`src/rtl/pdp11_mem_arbiter_pkg.sv`:
```
// Shared types for the PDP-11 memory arbiter: bus widths, access kinds and arbiter state.
package common_pkg;
  typedef logic [15:0] mem_addr_t;
  typedef logic [7:0]  mem_data_t;
  typedef logic [15:0] word_t;

  typedef enum logic {SZ_WORD, SZ_BYTE}        op_size;
  typedef enum logic {DATA_READ, DATA_WRITE}   mem_access_t;
  typedef enum logic [1:0] {ARB_IDLE, ARB_LO, ARB_HI, ARB_FIN} arb_state_t;
  typedef enum logic {SRC_IF, SRC_OP}          arb_src_t;

  typedef struct packed {
    arb_src_t    src;
    mem_access_t acc;
    op_size      sz;
    mem_addr_t   addr;
    word_t       wdata;
  } arb_req_t;

  localparam int STREAK_W = 4;
endpackage

```
`src/rtl/pdp11_mem_arbiter_pick.sv`:
```
// Grant selection between IF and OP, with a saturating streak counter that bounds IF starvation.
module pdp11_arb_pick
  import common_pkg::*;
#(
  parameter int MAX_OP_STREAK = 4
) (
  input  logic     clk,
  input  logic     rst_n,
  input  logic     if_req_i,
  input  logic     op_req_i,
  input  logic     idle_i,
  output arb_src_t gnt_o
);
  logic [STREAK_W-1:0] streak_q, streak_d;

  always_comb begin
    gnt_o    = (op_req_i && !(if_req_i && streak_q == STREAK_W'(MAX_OP_STREAK))) ? SRC_OP : SRC_IF;
    streak_d = streak_q;
    if (idle_i) begin
      if (!if_req_i || gnt_o == SRC_IF)
        streak_d = '0;
      else if (streak_q != '1)
        streak_d = streak_q + 1'b1;
    end
  end

  always_ff @(posedge clk or negedge rst_n) begin
    if (!rst_n) streak_q <= '0;
    else        streak_q <= streak_d;
  end
endmodule

```
`src/rtl/pdp11_mem_arbiter.sv`:
```
// Shares a byte-wide memory between IF and OP ports; words are two little-endian byte cycles.
// Define PDP_ODD_ADDR_TRAP_EN to trap odd-address word accesses instead of performing them.
module pdp11_mem_arbiter
  import common_pkg::*;
#(
  parameter int MAX_OP_STREAK = 4,
  parameter int RD_LAT        = 1
) (
  input  logic        clk,
  input  logic        rst_n,
  input  logic        if_req,
  input  logic [15:0] if_addr,
  output logic        if_done,
  output logic [15:0] if_rdata,
  output logic        if_err,
  input  logic        op_req,
  input  logic        op_we,
  input  logic        op_byte,
  input  logic [15:0] op_addr,
  input  logic [15:0] op_wdata,
  output logic        op_done,
  output logic [15:0] op_rdata,
  output logic        op_err,
  output logic        mem_en,
  output logic        mem_we,
  output logic [15:0] mem_addr,
  output logic [7:0]  mem_wdata,
  input  logic [7:0]  mem_rdata,
  output logic        busy
);
  if (RD_LAT != 1) begin : g_rd_lat_chk
    $error("pdp11_mem_arbiter: only RD_LAT=1 is supported");
  end

  arb_state_t state_q;
  arb_req_t   req_q, req_d;
  arb_src_t   gnt;
  mem_data_t  lo_q;
  logic       mem_en_q, mem_we_q, if_done_q, op_done_q, trap_d;
  mem_addr_t  mem_addr_q;
  mem_data_t  mem_wdata_q;
  word_t      rdata;

  pdp11_arb_pick #(.MAX_OP_STREAK(MAX_OP_STREAK)) u_pick (
    .clk     (clk),
    .rst_n   (rst_n),
    .if_req_i(if_req),
    .op_req_i(op_req),
    .idle_i  (state_q == ARB_IDLE),
    .gnt_o   (gnt)
  );

  always_comb begin
    req_d = '0;
    if (gnt == SRC_IF) begin
      req_d.src  = SRC_IF;
      req_d.acc  = DATA_READ;
      req_d.sz   = SZ_WORD;
      req_d.addr = if_addr;
    end else begin
      req_d.src   = SRC_OP;
      req_d.acc   = op_we ? DATA_WRITE : DATA_READ;
      req_d.sz    = op_byte ? SZ_BYTE : SZ_WORD;
      req_d.addr  = op_addr;
      req_d.wdata = op_wdata;
    end
  end

`ifdef PDP_ODD_ADDR_TRAP_EN
  logic err_q;
  assign trap_d = (req_d.sz == SZ_WORD) && req_d.addr[0];
`else
  assign trap_d = 1'b0;
`endif

  always_ff @(posedge clk or negedge rst_n) begin
    if (!rst_n) begin
      state_q     <= ARB_IDLE;
      req_q       <= '0;
      lo_q        <= '0;
      mem_en_q    <= 1'b0;
      mem_we_q    <= 1'b0;
      mem_addr_q  <= '0;
      mem_wdata_q <= '0;
      if_done_q   <= 1'b0;
      op_done_q   <= 1'b0;
`ifdef PDP_ODD_ADDR_TRAP_EN
      err_q       <= 1'b0;
`endif
    end else begin
      case (state_q)
        ARB_IDLE: begin
          if_done_q <= 1'b0;
          op_done_q <= 1'b0;
          if (if_req || op_req) begin
            req_q <= req_d;
            if (trap_d) begin
              // Trapped word: no memory cycle, complete with error next cycle.
              state_q   <= ARB_FIN;
              if_done_q <= (req_d.src == SRC_IF);
              op_done_q <= (req_d.src == SRC_OP);
`ifdef PDP_ODD_ADDR_TRAP_EN
              err_q     <= 1'b1;
`endif
            end else begin
              state_q     <= ARB_LO;
              mem_en_q    <= 1'b1;
              mem_we_q    <= (req_d.acc == DATA_WRITE);
              mem_addr_q  <= req_d.addr;
              mem_wdata_q <= req_d.wdata[7:0];
            end
          end
        end
        ARB_LO: begin
          if (req_q.sz == SZ_WORD) begin
            state_q     <= ARB_HI;
            mem_addr_q  <= req_q.addr + 16'd1;
            mem_wdata_q <= req_q.wdata[15:8];
          end else begin
            state_q     <= ARB_FIN;
            mem_en_q    <= 1'b0;
            mem_we_q    <= 1'b0;
            mem_addr_q  <= '0;
            mem_wdata_q <= '0;
            if_done_q   <= (req_q.src == SRC_IF);
            op_done_q   <= (req_q.src == SRC_OP);
          end
        end
        ARB_HI: begin
          // Low byte of the LO strobe arrives now; high byte arrives in FIN.
          lo_q        <= mem_rdata;
          state_q     <= ARB_FIN;
          mem_en_q    <= 1'b0;
          mem_we_q    <= 1'b0;
          mem_addr_q  <= '0;
          mem_wdata_q <= '0;
          if_done_q   <= (req_q.src == SRC_IF);
          op_done_q   <= (req_q.src == SRC_OP);
        end
        ARB_FIN: begin
          state_q   <= ARB_IDLE;
          if_done_q <= 1'b0;
          op_done_q <= 1'b0;
`ifdef PDP_ODD_ADDR_TRAP_EN
          err_q     <= 1'b0;
`endif
        end
        default: state_q <= ARB_IDLE;
      endcase
    end
  end

  always_comb begin
    rdata = '0;
    if (state_q == ARB_FIN)
      rdata = (req_q.sz == SZ_WORD) ? {mem_rdata, lo_q} : {8'h00, mem_rdata};
`ifdef PDP_ODD_ADDR_TRAP_EN
    if (err_q) rdata = '0;
`endif
  end

  assign if_done   = if_done_q;
  assign op_done   = op_done_q;
  assign if_rdata  = if_done_q ? rdata : '0;
  assign op_rdata  = op_done_q ? rdata : '0;
`ifdef PDP_ODD_ADDR_TRAP_EN
  assign if_err    = if_done_q && err_q;
  assign op_err    = op_done_q && err_q;
`else
  assign if_err    = 1'b0;
  assign op_err    = 1'b0;
`endif
  assign mem_en    = mem_en_q;
  assign mem_we    = mem_we_q;
  assign mem_addr  = mem_addr_q;
  assign mem_wdata = mem_wdata_q;
  assign busy      = (state_q != ARB_IDLE);
endmodule
```
`config.mk`:
```
export PLATFORM = sky130hd
export DESIGN_NAME = pdp11_mem_arbiter
export DESIGN_NICKNAME = d
export VERILOG_FILES = /design/src/rtl/pdp11_mem_arbiter_pkg.sv /design/src/rtl/pdp11_mem_arbiter_pick.sv /design/src/rtl/pdp11_mem_arbiter.sv
export SDC_FILE = /design/constraint.sdc
export NUM_CORES = 1
export LEC_CHECK = 0
export ABC_AREA = 0
export BUFFER_PORTS_ARGS = -buffer_cell sky130_fd_sc_hd__buf_2
export CAP_MARGIN = 20
export CORE_AREA = 5 5 91 93
export DETAILED_ROUTE_END_ITERATION = 6
export DIE_AREA = 0 0 96 98
export HOLD_SLACK_MARGIN = 0.02
export PLACE_DENSITY = 0.78
export SETUP_SLACK_MARGIN = 0.3
export SLEW_MARGIN = 20
export SYNTH_ARGS = -nofsm -noshare
export SYNTH_HDL_FRONTEND = slang
export SYNTH_SLANG_ARGS = --single-unit
export TNS_END_PERCENT = 10
```
`constraint.sdc`:
```
create_clock -name clk -period 2.1 [get_ports clk]
set_input_delay 0.63 -clock clk [delete_from_list [all_inputs] [get_ports clk]]
set_output_delay 0.63 -clock clk [all_outputs]
set_load 0.02 [all_outputs]
```
## Word level (Yosys, flattened, before mapping)

Index checks and enable logic that the tools add are counted.

| cells by class | value |
|---|---|
| div/mod/pow operators | 0 |
| order comparisons | 0 |
| mux-type cells | 29 |
| bitwise gates (word level) | 2 |
| $add $sub $neg | 2 |
| equal/unequal tests | 7 |
| shifts and indexed selects | 0 |
| multipliers | 0 |
| reduce and logical (&&, ||, !) cells | 15 |

Operators by type and width:

| kind | number |
|---|---|
| $mux 16 | 7 |
| $pmux 16 s3 | 1 |
| $pmux 8 s3 | 1 |
| $mux 19 | 1 |
| $add 16x1->16 const B | 1 |
| $mux 8 | 2 |
| $pmux 1 s3 | 4 |
| $mux 1 | 9 |
| $mux 4 | 2 |
| $pmux 2 s4 | 1 |
| $reduce_and 2->1 | 3 |
| $add 4x1->4 const B | 1 |
| $eq 2x2->1 const B | 2 |
| $eq 4x3->1 const B | 1 |
| $ne 2x2->1 const B | 2 |
| $ne 4x4->1 const B | 1 |
| $reduce_bool 2->1 | 2 |
| $reduce_and 3->1 | 1 |
| $reduce_bool 3->1 | 1 |
| $eq 2x1->1 const B | 1 |
| $logic_and 1x1->1 | 2 |
| $logic_not 1->1 | 2 |
| $logic_not 2->1 | 1 |
| $logic_or 1x1->1 | 2 |
| 3 further kinds | 4 |

| storage, ports and cells | value |
|---|---|
| flip-flop bits (word level) | 76 |
| bits in latches | 0 |
| memories kept | 0 |
| RAM bits | 0 |
| logic and storage cells | 68 |
| memory bits (read-only) | 0 |

## Logic depth before layout (Yosys ltp)

Gate-level depths: netlist of run 1.

| depth | value |
|---|---|
| word-level depth | 9 |
| mapped depth | 9 |
| depth with buffers taken out | 7 |

## By module

Synthesis of run 1 repeated with hierarchy kept, for this count alone.

| second synthesis, totals | value |
|---|---|
| cell total of the unflattened synthesis | 393 |
| area, all modules | 3698.5 um^2 |

By module, submodules not included:

| module | sequential area each (um^2) | cells an instance | times used | area an instance (um^2) |
|---|---|---|---|---|
| pdp11_mem_arbiter | 1601.5 | 364 | 1 | 3415.8 |
| pdp11_arb_pick | 100.1 | 29 | 1 | 282.8 |

## Least setup slack after synthesis of run 1

No wires, ideal clock.

| path | value |
|---|---|
| path kind | reg2out |
| start | register state_q[0] |
| end | output port op_rdata[10] |
| cell stages (with the launch flop) | 5 |
| arrival time | 1246 ps |
| buffers on the path | 0 |
| slack | 224 ps |
| path through | dfrtp_1 ha_1 nand2_1 nor2_1 and2_1 |

| on the way | value |
|---|---|
| longest elaborated chain between the ends | 3 |

RTL lines:

| what | line | source |
|---|---|---|
| start, declared | pdp11_mem_arbiter.sv:35 | `arb_state_t state_q;` |
| start signal, assigned | pdp11_mem_arbiter.sv:78 | `state_q <= ARB_IDLE;` |
| start signal, assigned | pdp11_mem_arbiter.sv:99 | `state_q <= ARB_FIN;` |
| start signal, assigned | pdp11_mem_arbiter.sv:106 | `state_q <= ARB_LO;` |
| $eq 2x2->1 | pdp11_mem_arbiter.sv:155 | `if (state_q == ARB_FIN)` |
| $mux 16 | pdp11_mem_arbiter.sv:155 |  |
| $mux 16 | pdp11_mem_arbiter.sv:165 | `assign op_rdata = op_done_q ? rdata : '0;` |
| end, declared | pdp11_mem_arbiter.sv:22 | `output logic [15:0] op_rdata,` |

Every way passes these cells.

## Worst setup path after layout of run 1

| path | value |
|---|---|
| start | register state_q[1] |
| end | output port op_rdata[15] |

The elaborated chain is that of the path after synthesis.

==> qor.yml, run 1 <==
drt:
  firstDrtPassIters: 4
  via_per_inst: 5.35
  drt_wl_total_um: 9710
  route.detailed.drc: 0
  initialDrtViolationCount: 86
  met3WireLength_um: 596
  ant_nets: 0
  vias: 3096
  wl_met1_um: 3960
  routed.top_layer: "met4"
  wl_per_cell_um: 16.8
  met2_length_um: 5010
placement:
  portBuffers: 122
  placed_area_um2: 4280
  dp_cells: 559
  dp_slack_ns: 0.0121
  gp_congestion: 0.770
  place_hpwl_um: 6510
critical_path:
  crit_path_top_delay_cell: "dfrtp_1"
  crit_cells: 5
  cp-end-kind: "primary output"
  required_ns: 1.47
  crit_chain: "ha_4, nand2_2, nor2_4, and2_1, buf_6"
  arrival_ns: 1.52
  worstSetupPathType: "reg -> out"
  cp-start-kind: "flop"
  cp_slowest_stage_delay_ns: 0.42
  r2r-end: "mem_addr[11]"
  worstPathBufferInverterCount: 1
  r2r_cells: 7
  worstReg2RegStart: "state_q[0]"
  r2r_slack_ns: 0.25
  crit_fanout: 8
  cpLargestDelayFamily: "simple AND/OR/NAND/NOR gates"
timing:
  min_period_over_period_pct: 102
  fmax_ghz: 0.465
  slew_violations: 0
  worst_slack_ns: -0.0522
  whs_ns: 0.293
  finalSetupViolCount: 18
  period_needed_ns: 2.15
  hold_viol: 0
  skew_ns: 0.00926
  rsz0062_at_grt: "true"
cells_and_area:
  diodes: 0
  final_core_util_pct: 64.3
  syn_to_final_growth_pct: 35.2
  nFillCells: 603
  drive_gt1_share_pct: 41.3
  final_area_um2: 4790
  stdcell_count: 579
  nets: 541
global_routing:
  track_usage_pct: 20.7
  grt_max_degree: 69
  grt_pass1_vias: 3184
  grt_pass1_wl_um: 15200
  antenna_found_initial: 0
  grt-ovfl-total: 0
die:
  die-area_um2: 9410
  rows: 32
  start_util_pct: 47.5
  coreArea_um2: 7450
  fp.dieW_um: 96
  die_h_um: 98
  io_pins: 125
yosys:
  yosysWarnings: 0
  yosysTopAreaCell: "dfrtp_1"
  netlist_instances: 342
  syn-cell-area_um2: 3540
  syn_avg_cell_area_um2: 10.4
  synth_seq_area_share_pct: 48.1
  synthArstFlopShare_pct: 100
  ys_seq_elements: 68
  synth_common_cells: "68 x dfrtp_1, 40 x nor2_1, 36 x nand2_1, 25 x mux2i_1, 21 x o21ai_0"
  synth_most_common_cell: "dfrtp_1"
  ys_top_cells_by_area: "dfrtp_1 48%, mux2i_1 7.1%, nor2_1 4.2%, nand2_1 3.8%, o221ai_1 3.2%"
  synth_top_flop_cell: "dfrtp_1"
  synth_edf_count: 0
  synth_top_area_share_pct: 48.1
  synth.distinct_cells: 49
power_and_ir_drop:
  p_comb_share_pct: 51.9
  power_frac_clock_pct: 13.3
  seqPwrFrac_pct: 34.8
  switchingPower_w: 0.00302
  p_per_area_nw_per_um2: 1470
  max-vdd-ir-drop_mv: 0.760
  swShare_pct: 42.9
  p_int_w: 0.00402
  power.leakage_nw: 2.30
clock_tree:
  cts_buffers: 9
  cts_hold_buffers: 0
  cts.sinks: 68
  clock_latency_ns: 0.34
  cts-root-buf: "clkbuf_8"
  h-tree-depth: 3
  clk_pin_slew_worst_paths_ns: 0.07
  clk_path_buf_depth: 2
  cts_tree: "built"
status:
  violations: "negative setup slack"
  status: "finished with violations"
run:
  drv_cap: 0
worst_hold_path:
  hold_class: "in -> async"
-- cells by family (layout without fill, tap and decap cells) --
group | Yosys count | after routing | share of synthesized area, %
XOR/XNOR | 16 | 16 | 3.96
AND/OR/NAND/NOR | 117 | 117 | 15.9
AO/OA/AOI/OAI | 73 | 73 | 15.2
flip-flops | 68 | 68 | 48.1
buffers and inverters | 26 | 160 | 4.31
other | 1 | 2 | 0.106
adder cells (fa/ha/maj) | 7 | 7 | 2.47
multiplexers | 34 | 34 | 9.93
-- flip-flops by register name, summed over array words and instances (netlist names) --
register and cells:
if_done 1, lo_q 8, mem_addr 16, mem_en 1
mem_wdata 8, mem_we 1, op_done 1, req_q 26
state_q 2, u_pick.streak_q 4
-- how the worst max path moves through the flow --
stage                    start            to  slack (ns)
global placement        op_req  mem_addr[15]        0.05
CTS                 state_q[1]   op_rdata[9]       -0.07
detailed placement  state_q[0]   mem_addr[6]        0.01
floorplan           state_q[0]  op_rdata[11]        0.28
finish              state_q[1]  op_rdata[15]       -0.05
global route        state_q[1]  if_rdata[10]       -0.14
-- what timing repair did --
item	4_1_cts	5_1_grt
setup endpoints to repair	58	60
endpoints found under the hold margin	0	0
pin swaps	12	21
setup buffers	2	2
gates resized for setup	66	22
-- power by group through the flow --
stage,Combinational (W),Sequential (W),Clock [W]
finish,0.00365,0.00245,0.000937
global route,0.00401,0.00252,0.00102
CTS,0.00351,0.00243,0.000954
detailed placement,0.00328,0.00242,0
global placement,0.00317,0.00239,0
floorplan,0.00211,0.00258,0
-- per-layer routing --
metal  GRT usage, %  up-vias
met5              0        -
met4           7.44        0
met3           4.55       13
met2           36.1      111
met1           24.7     1499
li1               -     1473
-- cell usage in the layout (no fill, tap or decap), types with 2 or more instances in the layout --
| cell type | instances |
|---|---|
| a21oi_1 | 3 |
| nand2_2 | 3 |
| clkbuf_1 | 4 |
| clkinv_2 | 2 |
| buf_6 | 16 |
| ha_1 | 4 |
| clkbuf_8 | 10 |
| and3_1 | 2 |
| o221ai_1 | 13 |
| conb_1 | 2 |
| nand2_1 | 34 |
| inv_2 | 2 |
| buf_4 | 27 |
| o21ai_1 | 2 |
| and2_4 | 7 |
| nor2_2 | 2 |
| inv_1 | 5 |
| nor2_4 | 5 |
| nor2_1 | 36 |
| o21ai_0 | 21 |
| o31ai_1 | 2 |
| and2_1 | 10 |
| xnor2_1 | 9 |
| and4_1 | 2 |
| buf_12 | 3 |
| o21a_1 | 6 |
| a22o_1 | 9 |
| nand4_1 | 3 |
| xor2_1 | 7 |
| mux2_2 | 9 |
| nand3_1 | 5 |
| a221oi_2 | 7 |
| dfrtp_1 | 67 |
| buf_2 | 90 |
| mux2i_1 | 23 |
| ha_4 | 3 |
-- layout make-up --
type                       count  area (um2)  share of cell area (%)
timing repair buffer         136         893                    18.7
sequential                    68        1710                    35.6
inverter                       8        32.5                   0.679
multi-input combinational    249        1870                    39.0
tap                          102         128                    2.67
clock buffer                  14         153                    3.19
clock inverter                 2        10.0                   0.209
-- per-stage QoR --
stage	TNS [ns]	power, W
CTS	-0.907	0.00689
finish	-0.564	0.00704
global route	-2.34	0.00755
global placement	0	0.00556
floorplan	0	0.00469
detailed placement	0	0.00570
(Power assumes the default switching activity.)
==> inputs of run 2 (changes only) <==
BUFFER_PORTS_ARGS = default   (was -buffer_cell sky130_fd_sc_hd__buf_2)
CORE_AREA = 5 5 86 88   (was 5 5 91 93)
DIE_AREA = 0 0 91 93   (was 0 0 96 98)
DONT_BUFFER_PORTS = 1   (was default)
PLACE_DENSITY = 0.7   (was 0.78)
==> run 2 against run 1 <==
Compared with the run above: the flow finishes with violations (negative hold slack); via count fell by 15%; total power increased by 1.3%; sequential share of layout area rose by 4.7 points; final cell count fell by 24%.
==> qor.yml, run 2 (synthesis gave the netlist of run 1 again) <==
cells_and_area:
  final_core_util_pct: 64.4  # was 64.3%
  regMostFlops: "req_q"  # unchanged
  nets: 427  # was 541
  syn_to_final_growth_pct: 19.5  # was 35.2%
  diodes: 0  # unchanged
  layout_common_cells: "65 x dfrtp_1, 34 x nand2_1, 31 x nor2_1, 21 x o21ai_0, 20 x mux2i_1"  # was 90 x buf_2, 67 x dfrtp_1, 36 x nor2_1, 34 x nand2_1, 27 x buf_4
  final_common_cell: "dfrtp_1"  # was buf_2
  drive_gt1_share_pct: 30.1  # was 41.3%
  final_area_um2: 4230  # was 4790 um2
  largest_reg_flops: 26  # unchanged
power_and_ir_drop:
  p_total_w: 0.00713  # was 0.00704 W
  power.leakage_nw: 1.85  # was 2.30 nW
  max-vdd-ir-drop_mv: 0.919  # was 0.760 mV
  p_per_area_nw_per_um2: 1680  # was 1470 nW/um2
global_routing:
  grt_pass1_wl_um: 13700  # was 15200 um
  grt_max_degree: 69  # unchanged
  grt-ovfl-total: 0  # unchanged
  track_usage_pct: 20.2  # was 20.7%
  grt_pass1_vias: 2803  # was 3184
  antenna_found_initial: 0  # unchanged
timing:
  worst_pin_slew_ns: 0.632
  fmax_ghz: 0.482  # was 0.465 GHz
  hold_viol: 68  # was 0
  slew_violations: 0  # unchanged
  slew_headroom_pct: 57.8
  fin_tns_setup_ns: 0  # was -0.564 ns
  period_needed_ns: 2.08  # was 2.15 ns
  min_period_over_period_pct: 98.9  # was 102%
  rsz0062_at_grt: "true"  # unchanged
  finalSetupViolCount: 0  # was 18
  whs_ns: -0.0247  # was 0.293 ns
  skew_ns: 0.0107  # was 0.00926 ns
clock_tree:
  cts_buffers: 9  # unchanged
  cts-root-buf: "clkbuf_8"  # unchanged
  cts_tree: "built"  # unchanged
  clk_pin_slew_worst_paths_ns: 0.08  # was 0.07 ns
  cts.sinks: 68  # unchanged
  h-tree-depth: 3  # unchanged
  clk_path_buf_depth: 2  # unchanged
  clock_latency_ns: 0.34  # about the same
status:
  violations: "negative hold slack"  # was negative setup slack
  status: "finished with violations"  # unchanged
placement:
  placed_area_um2: 3690  # was 4280 um2
  place_hpwl_um: 5890  # was 6510 um
  gp_congestion: 0.795  # was 0.770
  portBuffers: 0  # was 122
die:
  die_h_um: 93  # was 98 um
  rows: 30  # was 32
  io_pins: 125  # unchanged
  coreArea_um2: 6570  # was 7450 um2
  die-area_um2: 8460  # was 9410 um2
  fp.dieW_um: 91  # was 96 um
  start_util_pct: 53.9  # was 47.5%
critical_path:
  crit_chain: "ha_4, nand2_4, nor2_4, and2_2"  # was ha_4, nand2_2, nor2_4, and2_1, buf_6
  cp_slowest_stage_delay_ns: 0.41  # was 0.42 ns
  cp-start-kind: "flop"  # unchanged
  arrival_ns: 1.45  # was 1.52 ns
  required_ns: 1.47  # about the same
  worstPathBufferInverterCount: 0  # was 1
  cp-end-kind: "primary output"  # unchanged
  crit_path_top_delay_cell: "dfrtp_2"  # was dfrtp_1
  cpLargestDelayFamily: "simple AND/OR/NAND/NOR gates"  # unchanged
  crit_fanout: 8  # unchanged
  worstSetupPathType: "reg -> out"  # unchanged
run:
  drv_cap: 0  # unchanged
drt:
  wl_per_cell_um: 19.1  # was 16.8 um
  route.detailed.drc: 0  # unchanged
  firstDrtPassIters: 4  # unchanged
  initialDrtViolationCount: 69  # was 86
  ant_nets: 0  # unchanged
  drt_wl_total_um: 8440  # was 9710 um
  via_per_inst: 5.96  # was 5.35
  vias: 2636  # was 3096
worst_hold_path:
  hold_class: "in -> async"  # unchanged
-- run 2: cell count changes in the layout (fill, tap and decap cells not counted), moves of 3 or more --
cell / change
buf_2: -90
buf_6: -13
and2_2: +11
and2_1: -10
buf_4: -10
nor2_2: +6
nor2_1: -5
bufinv_16: +4
clkbuf_1: -4
mux2i_1: -3
-- run 2: final cells by class --
class | instances | area, um2
inverters | 8 | 37.5
clock inverters | 6 | 138
fillers | 554 | 2340
flip-flops and latches | 68 | 1710
well taps | 80 | 100
clock buffers | 9 | 124
repair buffers | 22 | 196
multi-input cells | 249 | 1930
-- run 2: worst paths after layout --
check	start	endpoint	slack (ns)	cells after the start
setup / recovery	state_q[1]	op_rdata[8]	0.02	4
hold reg to reg	req_q[34]	req_q[34]	0.50	1
min in group clk	op_wdata[9]	req_q[9]	0.42	1
hold / removal	rst_n	req_q[29]	-0.02	0
setup reg to reg	state_q[1]	mem_we	0.37	6
max in group asynchronous	rst_n	mem_addr[1]	2.00	0
-- run 2: report_power, final --
group,switching (W),total (W),internal [W]
combinational,0.00160,0.00297,0.00137
sequential,0.000818,0.00275,0.00193
clock,0.000500,0.00141,0.000906
-- run 2: what timing repair did --
action	4_1_cts	5_1_grt
pin swaps	1	8
hold endpoints to repair	68	68
buffers inserted	1	1
setup endpoints to repair	57	75
resized for setup	34	42
-- run 2: layer usage --
metal | part of all wire [%] | track usage (%) | wire [um] | up-vias
met5 | 0 | 0 | 0 | -
met4 | 1.0 | 7.09 | 85 | 0
met3 | 8.4 | 7.56 | 706 | 9
met2 | 50 | 34.4 | 4190 | 76
met1 | 41 | 23.3 | 3460 | 1305
li1 | - | - | - | 1246
-- run 2: per-stage QoR --
stage / cells / setup WS, ns
floorplan: 343 / 0.283
finish: 442 / 0.0240
global route: 442 / -0.0391
CTS: 441 / 0.00539
detailed placement: 425 / 0.128
global placement: 425 / 0.223
